### config.mk
export PLATFORM = sky130hd
export DESIGN_NAME = scoreboard_register_file
export DESIGN_NICKNAME = d
export VERILOG_FILES = /design/src/rtl/rv32_pkg.sv /design/src/rtl/regfile_read_port.sv /design/src/rtl/scoreboard_register_file.sv
export SDC_FILE = /design/constraint.sdc
export NUM_CORES = 2
export LEC_CHECK = 0
export CORE_MARGIN = 1.5
export CORE_UTILIZATION = 35
export DETAILED_ROUTE_END_ITERATION = 6
export DONT_BUFFER_PORTS = 1
export PLACE_DENSITY_LB_ADDON = 0.25
export SLEW_MARGIN = 30
export SYNTH_ARGS = -nofsm -noshare
export SYNTH_HDL_FRONTEND = slang
export SYNTH_SLANG_ARGS = --single-unit
### constraint.sdc
create_clock -name clk -period 5.61 [get_ports clk]
set_input_delay 1.122 -clock clk [delete_from_list [all_inputs] [get_ports clk]]
set_output_delay 1.122 -clock clk [all_outputs]
set_load 0.01 [all_outputs]
### src/rtl/rv32_pkg.sv
// Shared rv32 integer-pipeline types: default word/address widths,
// register address and data word typedefs, and the hardwired-zero register index.
// No logic; imported by the register file and its read ports.
package rv32_pkg;

  localparam int WORD_LENGTH = 32;
  localparam int ADDR_LENGTH = 5;

  typedef logic [ADDR_LENGTH-1:0] reg_addr_t;
  typedef logic [WORD_LENGTH-1:0] word_t;

  localparam reg_addr_t REG_ZERO = '0;

endpackage

### src/rtl/regfile_read_port.sv
// One combinational read port: address decode, x0 check, optional same-cycle write bypass.
// Latency: zero cycles from ra / write inputs to rd / rd_busy.
// Backpressure: none; the port answers every cycle.
// Ports: reset forces outputs to 0; ra selects a word from the flattened storage image
// (mem) and busy vector; we/wa/wd/rsv_en/rsv_addr feed the bypass when REGFILE_BYPASS_EN
// is defined. Without that macro the read reflects stored state only.
module regfile_read_port
  import rv32_pkg::*;
#(
  parameter int WORD_LENGTH = rv32_pkg::WORD_LENGTH,
  parameter int ADDR_LENGTH = rv32_pkg::ADDR_LENGTH,
  parameter int NUM_WRITE   = 2
) (
  input  logic                                    reset,
  input  logic [ADDR_LENGTH-1:0]                  ra,
  input  logic [(2**ADDR_LENGTH)*WORD_LENGTH-1:0] mem,
  input  logic [(2**ADDR_LENGTH)-1:0]             busy,
  input  logic [NUM_WRITE-1:0]                    we,
  input  logic [NUM_WRITE*ADDR_LENGTH-1:0]        wa,
  input  logic [NUM_WRITE*WORD_LENGTH-1:0]        wd,
  input  logic                                    rsv_en,
  input  logic [ADDR_LENGTH-1:0]                  rsv_addr,
  output logic [WORD_LENGTH-1:0]                  rd,
  output logic                                    rd_busy
);

  localparam logic [ADDR_LENGTH-1:0] ZERO_ADDR = ADDR_LENGTH'(REG_ZERO);

  always_comb begin
    rd      = mem[int'(ra)*WORD_LENGTH +: WORD_LENGTH];
    rd_busy = busy[ra];
`ifdef REGFILE_BYPASS_EN
    // Ascending scan so the highest-index write port overrides, matching storage priority.
    // A forwarded write retires its producer, so busy drops unless a new reserve lands now.
    for (int i = 0; i < NUM_WRITE; i++) begin
      if (we[i] && wa[i*ADDR_LENGTH +: ADDR_LENGTH] == ra) begin
        rd      = wd[i*WORD_LENGTH +: WORD_LENGTH];
        rd_busy = rsv_en && (rsv_addr == ra);
      end
    end
`endif
    if (reset || ra == ZERO_ADDR) begin
      rd      = '0;
      rd_busy = 1'b0;
    end
  end

`ifndef REGFILE_BYPASS_EN
  logic unused_bypass_inputs;
  assign unused_bypass_inputs = ^{we, wa, wd, rsv_en, rsv_addr};
`endif

endmodule

### src/rtl/scoreboard_register_file.sv
// Integer register file with NUM_READ combinational reads, NUM_WRITE writes and a busy scoreboard.
// Latency: reads zero-cycle; writes/reserves visible after the next rising edge.
// Backpressure: none; every write/reserve is accepted each cycle.
// Ports: clk, reset (sync, active-high); ra/rd/rd_busy per read port (flattened);
// we/wa/wd per write port (flattened, higher index wins); rsv_en/rsv_addr mark a register
// busy; any_busy ORs all busy bits. Optional macro REGFILE_BYPASS_EN enables same-cycle
// write-to-read forwarding inside the read ports.
module scoreboard_register_file
  import rv32_pkg::*;
#(
  parameter int WORD_LENGTH = rv32_pkg::WORD_LENGTH,
  parameter int ADDR_LENGTH = rv32_pkg::ADDR_LENGTH,
  parameter int NUM_READ    = 2,
  parameter int NUM_WRITE   = 2
) (
  input  logic                             clk,
  input  logic                             reset,
  input  logic [NUM_READ*ADDR_LENGTH-1:0]  ra,
  output logic [NUM_READ*WORD_LENGTH-1:0]  rd,
  output logic [NUM_READ-1:0]              rd_busy,
  input  logic [NUM_WRITE-1:0]             we,
  input  logic [NUM_WRITE*ADDR_LENGTH-1:0] wa,
  input  logic [NUM_WRITE*WORD_LENGTH-1:0] wd,
  input  logic                             rsv_en,
  input  logic [ADDR_LENGTH-1:0]           rsv_addr,
  output logic                             any_busy
);

  localparam int DEPTH = 2**ADDR_LENGTH;
  localparam logic [ADDR_LENGTH-1:0] ZERO_ADDR = ADDR_LENGTH'(REG_ZERO);

  logic [DEPTH-1:0][WORD_LENGTH-1:0] mem_q, mem_d;
  logic [DEPTH-1:0]                  busy_q, busy_d;

  always_comb begin
    mem_d  = mem_q;
    busy_d = busy_q;
    // Ascending port order: the last matching port's data is what lands.
    for (int i = 0; i < NUM_WRITE; i++) begin
      if (we[i] && wa[i*ADDR_LENGTH +: ADDR_LENGTH] != ZERO_ADDR) begin
        mem_d[wa[i*ADDR_LENGTH +: ADDR_LENGTH]]  = wd[i*WORD_LENGTH +: WORD_LENGTH];
        busy_d[wa[i*ADDR_LENGTH +: ADDR_LENGTH]] = 1'b0;
      end
    end
    // Reserve after writes: a same-cycle reserve is the newer producer and keeps busy set.
    if (rsv_en && rsv_addr != ZERO_ADDR) begin
      busy_d[rsv_addr] = 1'b1;
    end
  end

  always_ff @(posedge clk) begin
    if (reset) begin
      mem_q  <= '0;
      busy_q <= '0;
    end else begin
      mem_q  <= mem_d;
      busy_q <= busy_d;
    end
  end

  assign any_busy = ~reset & (|busy_q);

  for (genvar g = 0; g < NUM_READ; g++) begin : g_rp
    regfile_read_port #(
      .WORD_LENGTH (WORD_LENGTH),
      .ADDR_LENGTH (ADDR_LENGTH),
      .NUM_WRITE   (NUM_WRITE)
    ) u_read_port (
      .reset    (reset),
      .ra       (ra[g*ADDR_LENGTH +: ADDR_LENGTH]),
      .mem      (mem_q),
      .busy     (busy_q),
      .we       (we),
      .wa       (wa),
      .wd       (wd),
      .rsv_en   (rsv_en),
      .rsv_addr (rsv_addr),
      .rd       (rd[g*WORD_LENGTH +: WORD_LENGTH]),
      .rd_busy  (rd_busy[g])
    );
  end

endmodule
==> results.json <==
{
  "gp_congestion": 0.982,
  "setup_ws_ns": 0.536,
  "post_cts_resize_count": 0,
  "power_leakage_nw": 22.5,
  "row_cnt": 155,
  "postRouteAntennaNets": 0,
  "ys_top_cells_by_area": "dfxtp_1 (33%), a311oi_1 (13%), mux2i_1 (9.6%), nand2_1 (9.6%), mux4_2 (8.8%)",
  "hold_path_depth": 1,
  "multiInputGateArea_mm2": 0.0386,
  "max_stage_delay_ns": 1.11,
  "critical_path_buf_inv_count": 1,
  "synth_top_area_share_pct": 33.4,
  "yosysTopAreaCell": "dfxtp_1",
  "io_pins": 161,
  "timing.critical_path.from": "ra[2]",
  "design.die.area_mm2": 0.183,
  "fmaxAchievable_mhz": 197,
  "cts-hold-fix-buffers": 0,
  "grt_start_max_net_pins": 1071,
  "intPower_w": 0.0129,
  "slowest_library_cell_on_the_worst_path": "nor2_4",
  "timing.critical_path.to_type": "primary output",
  "power_switching_w": 0.00464,
  "floorplan.die.height_um": 428,
  "tightestPinTransition_ns": 1.61,
  "detail_route.vias_per_cell": 6.93,
  "core-area_mm2": 0.179,
  "period_minus_slack_ns": 5.07,
  "r2r-start": "mem_q[217]",
  "cts.root.buffer_cell": "clkbuf_16",
  "mappedNetlistNets": 7866,
  "worstReg2RegEnd": "mem_q[217]",
  "synth-seq-cells": 1056,
  "globalRouteMet3Util_pct": 9.97,
  "power_switching_share_pct": 26.4,
  "worstPathArrival_ns": 3.95,
  "power.sequential.fraction_pct": 44.2,
  "failed_checks": "DRC, slew limit",
  "hold_path_class": "primary input to flop",
  "hold-path-endpoint": "mem_q[57]",
  "synthesis.instances": 7772,
  "p_per_area_mw_per_mm2": 258,
  "critPathMaxFanout": 210,
  "hold_path.startpoint": "reset",
  "grt_util_met1_pct": 41.6,
  "globalRouteOverflowTotal": 0,
  "yosys_warnings": 0,
  "count_of_different_cell_masters_after_synthesis": 44,
  "grt_setup_unrepaired": "false",
  "synth-seq-area-share_pct": 33.4,
  "ctsHtreeMaxLevel": 3,
  "post_route_fraction_of_the_period_consumed_by_the_critical_path_pct": 90.5,
  "initial_utilization_pct": 35.4,
  "syn-mean-instance-area_um2": 8.14,
  "drt-total-wl_um": 323000,
  "slew_viols_final": 111,
  "drv_cap": 0,
  "finalHoldViolations": 0,
  "outcome": "finished, violations left",
  "post_cts_setup_buffer_count": 0,
  "post-route-drc-count": 1,
  "cp.required_ns": 4.49,
  "vdd_drop_max_mv": 0.278,
  "worst-r2r-setup-slack_ns": 4.59,
  "grt_first_pass_wirelength_um": 456000,
  "slew_headroom_pct": -7.24,
  "detail_route.first_pass.iterations": 7,
  "synth.cell_area_mm2": 0.0633,
  "grt.total_usage_pct": 33.6,
  "filler_cell_count": 17700,
  "drt_iter0_drc": 10800,
  "cts.sink_count": 1056,
  "setup_total_negative_slack_ns": 0,
  "design.final.nets": 7108,
  "post-dp-hpwl_um": 184000,
  "final_setup_viols": 0,
  "grt_busiest_layer": "met2",
  "drive_gt1_share_pct": 9.90,
  "cts.reportedPaths.clkPinSlew_ns": 0.06,
  "critPathKind": "primary input to primary output",
  "crit_chain": "nor2_4 -> buf_4 -> a22oi_1 -> a31oi_1 -> nand4_1",
  "fp.dieW_um": 428,
  "sequential_cell_area_mm2": 0.0211,
  "start_kind": "primary input",
  "place_ws_ns": 1.16,
  "number_of_port_buffers": 0,
  "report.power.total_w": 0.0176,
  "cts_made_buffers": 116,
  "worstRegToRegCells": 2,
  "worstSkewPairLatency_ns": 0.77,
  "routed_wire_length_per_instance_um": 34.0,
  "clock_tree_from_tritoncts": "built",
  "worst_path_dominant_cell_family": "simple AND/OR/NAND/NOR gates",
  "power.share.clock_pct": 47.2,
  "ctsLongestPathBuffers": 3,
  "antenna_violations_before_repair": 7,
  "combPwrFrac_pct": 8.7,
  "flow.area_growth_from_synthesis_pct": 7.72,
  "via_count_of_the_first_global_routing_pass": 60400,
  "grt_use_met2_pct": 49.3,
  "vias": 65600,
  "worst_clock_skew_ns": 0
}
[layout by cell type, fill, tap and decap left out, drive strengths merged, types with 3 or more instances in the layout]
master    Yosys  final
nor4          8      8
a211oi       49     49
nand4b        3      3
mux2i       608    608
nor4b         6      6
nor3         69     69
clkinv        0     19
a21oi        33     33
diode         0      9
nor3b         7      7
nand4        70     70
a31oi        58     58
a311oi      943    943
a22oi       247    247
a32oi        37     37
clkinvlp      0      3
nor2b        44     44
nand3       570    570
buf         464    143
nand2      1615   1615
mux4        248    248
nor2        985    985
and2         11     11
and3b         4      4
dfxtp      1056   1056
clkbuf      555    179
inv           0      4
bufinv        0      9
and4bb        6      6
and4b         6      6
a22o         57     57
[sequential cells by signal, summed over array words and instances (netlist names)]
signal	cells
busy_q	32
mem_q	1024
[routing by layer]
layer / vias up / share of wire, %
met1: 31900 / 36
met5: - / 0.0084
li1: 27100 / -
met2: 5221 / 42
met4: 4 / 8.4
met3: 1391 / 13
[power groups by stage]
stage | clock (W) | sequential, W | combinational (W)
after CTS | 0.00827 | 0.00776 | 0.00132
after global placement | 0 | 0.00792 | 0.00129
after floorplan | 0 | 0.00788 | 0.00129
after detailed placement | 0 | 0.00792 | 0.00131
final | 0.00829 | 0.00776 | 0.00152
after global routing | 0.00857 | 0.00777 | 0.00153
[cell families (layout without fill, tap and decap cells)]
kind of cell / Yosys count / after routing / share of synthesized area [%]
simple gates: 3413 / 3413 / 22.5
compound gates: 1427 / 1427 / 18.7
flops: 1056 / 1056 / 33.4
buf+inv: 1019 / 357 / 6.92
mux: 857 / 857 / 18.5
other cells: 0 / 9 / 0
[worst register-to-register path: stages, from the launching register on]
cell and delay, ns:
dfxtp_1 0.54, nand2_1 0.09, a311oi_1 0.29
[synthesized netlist by cell type (all sizes together)]
| library cell | count |
|---|---|
| and2 | 11 |
| nor4b | 6 |
| nand3 | 570 |
| and4b | 6 |
| and3b | 4 |
| a22o | 57 |
| mux4 | 248 |
| nand2b | 2 |
| a22oi | 247 |
| nor4bb | 2 |
| a32oi | 37 |
| buf | 464 |
| mux2i | 608 |
| mux2 | 1 |
| nand4b | 3 |
| and4 | 2 |
| nor2 | 985 |
| dfxtp | 1056 |
| and4bb | 6 |
| nor3 | 69 |
| a211oi | 49 |
| a311oi | 943 |
| a31oi | 58 |
| nor3b | 7 |
| o31a | 1 |
| nor2b | 44 |
| o21ba | 1 |
| a21oi | 33 |
| nor4 | 8 |
| clkbuf | 555 |
| a32o | 1 |
| and3 | 2 |
| nand4 | 70 |
| nand2 | 1615 |
| nand3b | 1 |
[worst max-delay path by stage]
stage / to / slack [ns] / cells past startpoint
finish: rd[28] / 0.54 / 5
global route: rd[15] / 0.90 / 5
CTS: rd[15] / 1.17 / 5
detailed placement: rd[15] / 1.16 / 5
global placement: rd[15] / 1.18 / 5
floorplan: rd_busy[1] / 1.83 / 7
[metrics by stage]
stage | std cells | hold slack [ns] | utilization (%) | area (µm²)
after floorplan | 7772 | 0.437 | - | 63300
after global placement | 9235 | 0.461 | 35.5 | 63600
after detailed placement | 9244 | 0.459 | 35.7 | 63900
after CTS | 9458 | 0.441 | 37.9 | 67900
after global routing | 9467 | 0.432 | 38.1 | 68200
final | 9474 | 0.427 | 38.1 | 68200
[area by class of cell]
type / instances / share of cell area (%)
clock inverter: 35 / 0.653
tap: 2355 / 4.32
antenna: 9 / 0.0330
multi-input combinational: 5697 / 56.6
clock buffer: 179 / 5.21
timing repair buffer: 143 / 2.19
sequential: 1056 / 31.0
No activity file was read; power rests on OpenSTA's default activity.
